## src/rtl/alt_eyemon_sweep_ctrl.sv

```systemverilog
// Eye-monitor phase sweep sequencer: steps a linear phase range, programs the
// non-linear hardware phase code, settles, counts bit errors and reports per step.

module alt_eyemon_rom (
    input  logic [5:0] step,
    output logic [5:0] code
);
    // Four 16-entry segments: reversed-high, identity, reversed-low, shifted-down.
    always_comb begin
        code = step;
        case (step[5:4])
            2'd0:    code = 6'd63 - {2'b00, step[3:0]};
            2'd1:    code = step;
            2'd2:    code = 6'd15 - {2'b00, step[3:0]};
            default: code = {2'b10, step[3:0]};
        endcase
    end
endmodule

module alt_eyemon_sweep_ctrl #(
    parameter int SETTLE_CYCLES = 8,
    parameter int DWELL_W       = 16,
    parameter int ERR_W         = 16
) (
    input  logic               i_clk,
    input  logic               i_rst_n,
    input  logic               i_start,
    input  logic               i_abort,
    input  logic [5:0]         i_step_first,
    input  logic [5:0]         i_step_last,
    input  logic [DWELL_W-1:0] i_dwell,
    input  logic               i_bit_err,
    output logic               o_ph_wr,
    output logic [5:0]         o_ph_code,
    input  logic               i_ph_ack,
    output logic               o_res_valid,
    output logic [5:0]         o_res_step,
    output logic [ERR_W-1:0]   o_res_errcnt,
    input  logic               i_res_ready,
    output logic               o_busy,
    output logic               o_done,
    output logic               o_aborted,
    output logic               o_cfg_err,
    output logic [2:0]         o_dbg_state
);
    // Handshakes: o_ph_wr/o_res_valid are levels held with stable payload until the
    // cycle the partner's ack/ready is sampled high; i_abort overrides both.
    localparam int SW = $clog2(SETTLE_CYCLES + 1);
    localparam int TW = (DWELL_W > SW) ? DWELL_W : SW;

    typedef enum logic [2:0] {
        S_IDLE, S_LOAD, S_SETTLE, S_DWELL, S_REPORT, S_DONE
    } state_t;

    state_t             state, state_d;
    logic [5:0]         step_q, step_d, last_q, last_d;
    logic [DWELL_W-1:0] dwell_q, dwell_d;
    logic [TW-1:0]      tmr_q, tmr_d;
    logic [ERR_W-1:0]   err_q, err_d;
    logic               cfg_bad, abort_evt;
    logic [5:0]         rom_code;

    alt_eyemon_rom u_rom (
        .step (step_d),
        .code (rom_code)
    );

    assign o_dbg_state = state;

    always_comb begin
        state_d   = state;
        step_d    = step_q;
        last_d    = last_q;
        dwell_d   = dwell_q;
        tmr_d     = tmr_q;
        err_d     = err_q;
        cfg_bad   = 1'b0;
        abort_evt = 1'b0;
        case (state)
            S_IDLE: begin
                if (i_start) begin
                    if (i_step_first > i_step_last) begin
                        cfg_bad = 1'b1;
                    end else begin
                        step_d  = i_step_first;
                        last_d  = i_step_last;
                        dwell_d = (i_dwell == '0) ? DWELL_W'(1) : i_dwell;
                        state_d = S_LOAD;
                    end
                end
            end
            S_LOAD: begin
                if (i_ph_ack) begin
                    tmr_d   = TW'(SETTLE_CYCLES - 1);
                    state_d = S_SETTLE;
                end
            end
            S_SETTLE: begin
                if (tmr_q == '0) begin
                    tmr_d   = TW'(dwell_q - DWELL_W'(1));
                    err_d   = '0;
                    state_d = S_DWELL;
                end else begin
                    tmr_d = tmr_q - TW'(1);
                end
            end
            S_DWELL: begin
                if (i_bit_err && (err_q != '1)) err_d = err_q + ERR_W'(1);
                if (tmr_q == '0) state_d = S_REPORT;
                else tmr_d = tmr_q - TW'(1);
            end
            S_REPORT: begin
                if (i_res_ready) begin
                    if (step_q == last_q) begin
                        state_d = S_DONE;
                    end else begin
                        step_d  = step_q + 6'd1;
                        state_d = S_LOAD;
                    end
                end
            end
            S_DONE:  state_d = S_IDLE;
            default: state_d = S_IDLE;
        endcase
        if (state != S_IDLE && i_abort) begin
            abort_evt = 1'b1;
            state_d   = S_IDLE;
        end
    end

    always_ff @(posedge i_clk) begin
        if (!i_rst_n) begin
            state        <= S_IDLE;
            step_q       <= '0;
            last_q       <= '0;
            dwell_q      <= '0;
            tmr_q        <= '0;
            err_q        <= '0;
            o_ph_wr      <= 1'b0;
            o_ph_code    <= 6'h3F;
            o_res_valid  <= 1'b0;
            o_res_step   <= '0;
            o_res_errcnt <= '0;
            o_busy       <= 1'b0;
            o_done       <= 1'b0;
            o_aborted    <= 1'b0;
            o_cfg_err    <= 1'b0;
        end else begin
            state       <= state_d;
            step_q      <= step_d;
            last_q      <= last_d;
            dwell_q     <= dwell_d;
            tmr_q       <= tmr_d;
            err_q       <= err_d;
            o_ph_wr     <= (state_d == S_LOAD);
            o_res_valid <= (state_d == S_REPORT);
            o_busy      <= (state_d != S_IDLE);
            o_done      <= (state_d == S_DONE);
            o_aborted   <= abort_evt;
            o_cfg_err   <= cfg_bad;
            if (state_d == S_LOAD) o_ph_code <= rom_code;
            // Result payload captured once, including the final dwell cycle's error.
            if (state == S_DWELL && state_d == S_REPORT) begin
                o_res_step   <= step_q;
                o_res_errcnt <= err_d;
            end
        end
    end
endmodule

```

## config.mk

```make
export PLATFORM = sky130hd
export DESIGN_NAME = alt_eyemon_sweep_ctrl
export DESIGN_NICKNAME = d
export VERILOG_FILES = /design/src/rtl/alt_eyemon_sweep_ctrl.sv
export SDC_FILE = /design/constraint.sdc
export NUM_CORES = 1
export LEC_CHECK = 0
export CORE_MARGIN = 1
export CORE_UTILIZATION = 40
export DETAILED_ROUTE_END_ITERATION = 12
export PLACE_DENSITY = 0.63
export SYNTH_ARGS = -nofsm -noshare
export SYNTH_HDL_FRONTEND = slang
export SYNTH_HIERARCHICAL = 1
export SYNTH_SLANG_ARGS = --single-unit
```

## constraint.sdc

```tcl
create_clock -name i_clk -period 2.8 [get_ports i_clk]
set_input_delay 0.56 -clock i_clk [delete_from_list [all_inputs] [get_ports i_clk]]
set_output_delay 0.56 -clock i_clk [all_outputs]
set_load 0.02 [all_outputs]
```

Word-level counts from Yosys, hierarchy flattened
Cells that the tools add are included.

word-level totals
  register bits = 97
  word-level logic and storage cells = 74
  bits of input ports = 35
  output and inout port bits = 37

operators by class
  bitwise gates (word level) = 1
  equal/unequal tests = 13
  muxes and demuxes = 25
  order comparisons = 1
  add/subtract/negate cells = 6
  reductions and logical operators = 13

operators by type and width
  operator               number
  $mux 16                6
  $pmux 16 s3            1
  $logic_not 16->1       2
  $pmux 16 s2            1
  $sub 16x1->16 const B  2
  $mux 3                 8
  $mux 6                 4
  $pmux 6 s3             1
  $add 16x1->16 const B  1
  $ne 16x16->1 const B   1
  $pmux 3 s5             1
  $pmux 6 s2             1
  $eq 3x3->1 const B     3
  $reduce_and 3->1       3
  $reduce_bool 3->1      3
  $add 6x1->6 const B    1
  $eq 3x1->1 const B     2
  $eq 3x2->1 const B     2
  $eq 6x6->1             1
  $gt 6x6->1             1
  $sub 1x5->6 const A    1
  $sub 4x4->5 const A    1
  $ne 2x2->1 const B     2
  $logic_and 1x1->1      3
  other kinds (6)        7

Longest topological paths before layout
  depth after elaboration = 7
  gate-level depth with buffers = 12
  depth with buffers taken out = 11

Modules after synthesis
Netlist, hierarchy kept.

by module, submodules not included
  module                 instances  cells each  area an instance (µm²)
  alt_eyemon_sweep_ctrl  1          647         5,193.7
  alt_eyemon_rom         1          12          105.1

Worst setup path after synthesis
Ideal clock, no wire load.

  kind = input-to-reg
  from = input i_step_last[1]
  to = register o_ph_code[4]
  data required time = 2.678 ns
  path slack = 0.012 ns
  cell stages on the path = 12
  arrival time = 2.665 ns
  path through = inv_1 ha_1 nor2b_1 o21bai_1 a31oi_1 nor2_1 a221o_1 buf_6 inv_1 ha_1 o21ba_2 a311o_1

on the way
  cells in the longest elaborated chain, start to end = 6

RTL lines
  element                             line  RTL
  start, declared                     30    input logic [5:0] i_step_last,
  $gt 6x6->1 (*)                      82    if (i_step_first > i_step_last) begin
  $mux 6 (*)                          82
  $mux 6 (*)                          81    if (i_start) begin
  $pmux 6 s2 (*)                      79    case (state)
  via step_d[4]                       56    logic [5:0] step_q, step_d, last_q, last_d;
  $eq 2x2->1 (tied with other cells)  11    case (step[5:4])
  $pmux 6 s3 (*)                      11
  via rom_code[4]                     61    logic [5:0] rom_code;
  end signal, assigned                161   if (state_d == S_LOAD) o_ph_code <= rom_code;
  end, declared                       34    output logic [5:0] o_ph_code,

Mark *: on every way through the listed nets, which the timed path passes. The rest lies on a longest branch.
A chain may end at the register's enable or synchronous reset.

Worst setup path after layout
  from = input i_step_last[3]
  to = register o_ph_code[1]

on the way
  cells in the longest elaborated chain, start to end = 6

RTL lines
  element                                     line
  $gt 6x6->1 (*)                              82
  $mux 6 (*)                                  82
  $mux 6 (*)                                  81
  $pmux 6 s2 (*)                              79
  via step_d[1]                               56
  $sub 1x5->6 or $sub 4x4->5 (tied branches)  12, 14
  $pmux 6 s3 (*)                              11
  via rom_code[1]                             61

Marked as above.

==> reports/qor.tcl <==
set qor(synth_seq_cells) 97
set qor(hold-worst-slack_ns) 0.459
set qor(worst_path_top_cell_family_by_delay) {compound AO/OA/AOI/OAI gates}
set qor(design.portCount) 72
set qor(fill_cells) 1221
set qor(clockRootBuffer) {sky130_fd_sc_hd__clkbuf_16}
set qor(die-height_microns) 117
set qor(busiest_layer) {met2}
set qor(max_freq_mhz) 360
set qor(timing.critical_path.fanout_max) 3
set qor(yosysWarningCount) 6
set qor(synth_edf_count) 0
set qor(class_of_the_worst_hold_path) {register to register}
set qor(timing.rr.start) {step_q[0]}
set qor(syn_inst) 659
set qor(placeableCoreArea_sq_mm) 0.0128
set qor(clock_tree_from_tritoncts) {built}
set qor(clock_tree.htree_level_count) 3
set qor(routed_via_density) 5.64
set qor(report.final.slew_viol_count) 0
set qor(clk_buf_depth) 2
set qor(status) {complete, no violations}
set qor(postSynthNetCount) 708
set qor(final_cell_count_no_fill) 926
set qor(layout-drive-gt1-share_pct) 13.7
set qor(routed_wl_microns) 14800
set qor(grtUsageTotal_pct) 22.7
set qor(antenna_cells) 0
set qor(synthFlopType) {sky130_fd_sc_hd__dfxtp_1}
set qor(critPathMostFrequentCell) {sky130_fd_sc_hd__buf_4}
set qor(rows) 41
set qor(grt_use_met1_pct) 29.8
set qor(grt.met2_usage_pct) 36.8
set qor(grt_pass1_vias) 4942
set qor(most_common_library_cell_in_the_layout_ignoring_fill_and_taps) {sky130_fd_sc_hd__dfxtp_1}
set qor(critPathMaxStageDelay_ns) 0.49
set qor(hold_end) {o_res_step[2]}
set qor(design.final.nets) 800
set qor(clock_sinks) 97
set qor(critPathArrivalTime_ns) 3.01
set qor(detailed_router_iteration_count_before_antenna_repair) 5
set qor(number_of_antenna_violations_at_the_first_check_in_global_routing) 0
set qor(synthesis.area_sq_mm) 0.00530
set qor(worstRegToRegCells) 9
set qor(cp-start-kind) {input port}
set qor(initial_core_util_pct) 41.5
set qor(relSlewSlack_pct) 62.9
set qor(grt_max_degree) 41
set qor(worstPathRequired_ns) 3.03
set qor(power.ir.vdd_worst_mv) 0.264
set qor(worst_r2r_endpoint) {o_ph_code[4]}
set qor(min_period_ns) 2.78
set qor(hold_start) {o_res_step[2]}
set qor(cap_viol_max_count) 0
set qor(timing.critical_path.buf_inv) 5
set qor(dr_vias) 5227
set qor(timing.final.setup_violations) 0
set qor(die_x_microns) 117
set qor(cellPowerDensity_mw_per_mm2) 737
set qor(area_growth_pct) 28.5
set qor(r2r_slack_ns) 0.27
set qor(synth-async-reset-ratio_pct) 0
set qor(detail-route-antenna-nets) 0
set qor(critical_path_start_end_classification) {input port to register}
set qor(setup.worst_path.end_class) {register}
set qor(cts.hold.buffers_added) 0
set qor(worstPathCellList) {clkdlybuf4s50_1, inv_2, ha_4, nand4_1, o21bai_4, a31oi_2, buf_4, buf_4, nor3_1, a211oi_1, buf_4, xnor2_1, a311o_1}
set qor(timing.critical_path.slowest_stage_cell) {sky130_fd_sc_hd__clkdlybuf4s50_1}
set qor(drt-initial-drc-count) 435
set qor(final_cell_mix) {sky130_fd_sc_hd__dfxtp_1, sky130_fd_sc_hd__nand2_1, sky130_fd_sc_hd__clkdlybuf4s50_1}
set qor(die_area_sq_mm) 0.0137
set qor(latest_clock_arrival_within_the_worst_skew_pair_ns) 0.35
set qor(globalRouteOverflowTotal) 0
set qor(ys_seq_area_share_pct) 36.6
set qor(synthesis.area_per_instance_sq_um) 8.04
set qor(detailed_place_hpwl_microns) 10900
set qor(io_buffer_count) 71
set qor(global_route.usage.met3_pct) 4.22
set qor(routed_wire_length_per_instance_microns) 16.0
set qor(fin_skew_ns) 0.00999
set qor(grt_pass1_wl_microns) 24100
set qor(worst_hold_path.num_cells) 2
set qor(clkTransAtPathRegs_ns) 0.06
set qor(gp_congestion) 0.905
set qor(drc) 0
set qor(power.static_leakage_nw) 2.59
set qor(placedCellCount) 910
set qor(cts-buffers-inserted) 9
set qor(final_hold_viol_count) 0
set qor(fin_crit_sh_pct) 99.3
set qor(yosysUniqueCellTypes) 73
set qor(timing.critical_path.from) {i_step_last[3]}
set qor(worst_pin_slew_ns) 0.552
## flip-flops by register name, summed over array words and instances (netlist names), 3 cells and up
signal and count:
err_q 16, dwell_q 16, o_ph_code 6, o_dbg_state 3
o_res_errcnt 16, tmr_q 16, step_q 6, o_res_step 6
last_q 6
## power breakdown
group          switching [W]  internal [W]
Sequential          0.000136       0.00151
Combinational        0.00124      0.000920
Clock               0.000506      0.000705
Total                0.00188       0.00314
## layout make-up
class	instances	area (sq um)	area share (%)
timing repair buffer	118	1070	15.8
multi-input combinational	507	3220	47.4
tap	172	215	3.16
clock buffer	11	243	3.57
sequential	97	1940	28.5
clock inverter	3	42.5	0.625
inverter	18	67.6	0.993
## synth_stat cells, types with 3 or more instances
cell	instances	share of area [%]
sky130_fd_sc_hd__a211oi_1	7	0.99
sky130_fd_sc_hd__a21oi_1	55	5.2
sky130_fd_sc_hd__a311o_1	7	1.3
sky130_fd_sc_hd__a31o_2	5	0.83
sky130_fd_sc_hd__a31oi_1	11	1.3
sky130_fd_sc_hd__a32o_1	9	1.7
sky130_fd_sc_hd__a41oi_1	5	0.83
sky130_fd_sc_hd__and2_1	12	1.4
sky130_fd_sc_hd__and3_1	14	1.7
sky130_fd_sc_hd__and4_1	6	0.99
sky130_fd_sc_hd__buf_2	9	0.85
sky130_fd_sc_hd__buf_4	3	0.42
sky130_fd_sc_hd__clkbuf_1	23	1.6
sky130_fd_sc_hd__dfxtp_1	97	37
sky130_fd_sc_hd__ha_1	14	3.3
sky130_fd_sc_hd__inv_1	18	1.3
sky130_fd_sc_hd__mux2i_1	5	0.94
sky130_fd_sc_hd__nand2_1	95	6.7
sky130_fd_sc_hd__nand2b_1	3	0.35
sky130_fd_sc_hd__nand3_1	27	2.6
sky130_fd_sc_hd__nand4_1	10	1.2
sky130_fd_sc_hd__nor2_1	42	3.0
sky130_fd_sc_hd__nor3_1	24	2.3
sky130_fd_sc_hd__nor3_2	3	0.57
sky130_fd_sc_hd__nor3b_1	5	0.71
sky130_fd_sc_hd__nor4_1	7	0.83
sky130_fd_sc_hd__o21a_1	9	1.3
sky130_fd_sc_hd__o21ai_0	28	2.6
sky130_fd_sc_hd__o21ai_1	18	1.7
sky130_fd_sc_hd__o22ai_1	5	0.59
sky130_fd_sc_hd__o31ai_1	4	0.57
sky130_fd_sc_hd__o32ai_1	3	0.50
sky130_fd_sc_hd__or3_1	7	0.83
sky130_fd_sc_hd__xnor2_1	10	1.7
sky130_fd_sc_hd__xor2_1	13	2.1
## worst max-delay path by stage
stage,endpoint,cells past startpoint
final,o_ph_code[1],13
after global routing,o_ph_code[3],13
after CTS,o_ph_code[4],11
after detailed placement,o_ph_code[4],13
after global placement,o_ph_code[4],11
after floorplan,o_ph_code[4],12
## timing repair
action,4_1_cts,5_1_grt
setup endpoints to repair,1,6
buffers inserted,2,0
pin swaps,4,8
gates resized for setup,5,21
## through the flow
stage	setup slack (ns)	area [sq um]	total power (W)	util [%]	TNS (ns)
2_1_floorplan	0.0123	5300	0.00308	-	0
4_1_cts	0.0140	6720	0.00501	52.6	0
6_report	0.0206	6810	0.00502	53.3	0
3_5_place_dp	-0.411	6390	0.00377	50.0	-2.06
3_3_place_gp	-0.349	6390	0.00374	50.0	-1.68
5_1_grt	-0.0347	6810	0.00534	53.3	-0.107
## logic make-up (layout without fill, tap and decap cells)
family / count (synthesis) / in the layout / synth area share (%)
fa+ha+maj: 14 / 14 / 3.31
simple gates: 274 / 274 / 26.8
flops: 97 / 97 / 36.6
mux: 6 / 6 / 1.16
buf+inv: 55 / 150 / 4.49
xor+xnor: 23 / 23 / 3.80
compound gates: 190 / 190 / 23.8
## layer usage
layer / vias to the layer above / wire (microns)
met4: 0 / 212
met3: 19 / 727
met2: 171 / 7060
met1: 2443 / 6850
met5: - / 0
li1: 2594 / -
## worst register-to-register path, cell delays in order, from the launching register on
cell	delay, ns
sky130_fd_sc_hd__dfxtp_1	0.49
sky130_fd_sc_hd__xor2_1	0.15
sky130_fd_sc_hd__nor4_4	0.49
sky130_fd_sc_hd__a21oi_1	0.13
sky130_fd_sc_hd__o22ai_1	0.20
sky130_fd_sc_hd__a221o_1	0.25
sky130_fd_sc_hd__inv_1	0.07
sky130_fd_sc_hd__ha_1	0.19
sky130_fd_sc_hd__o21ba_2	0.20
sky130_fd_sc_hd__a311o_1	0.25
(Power assumes the default switching activity.)
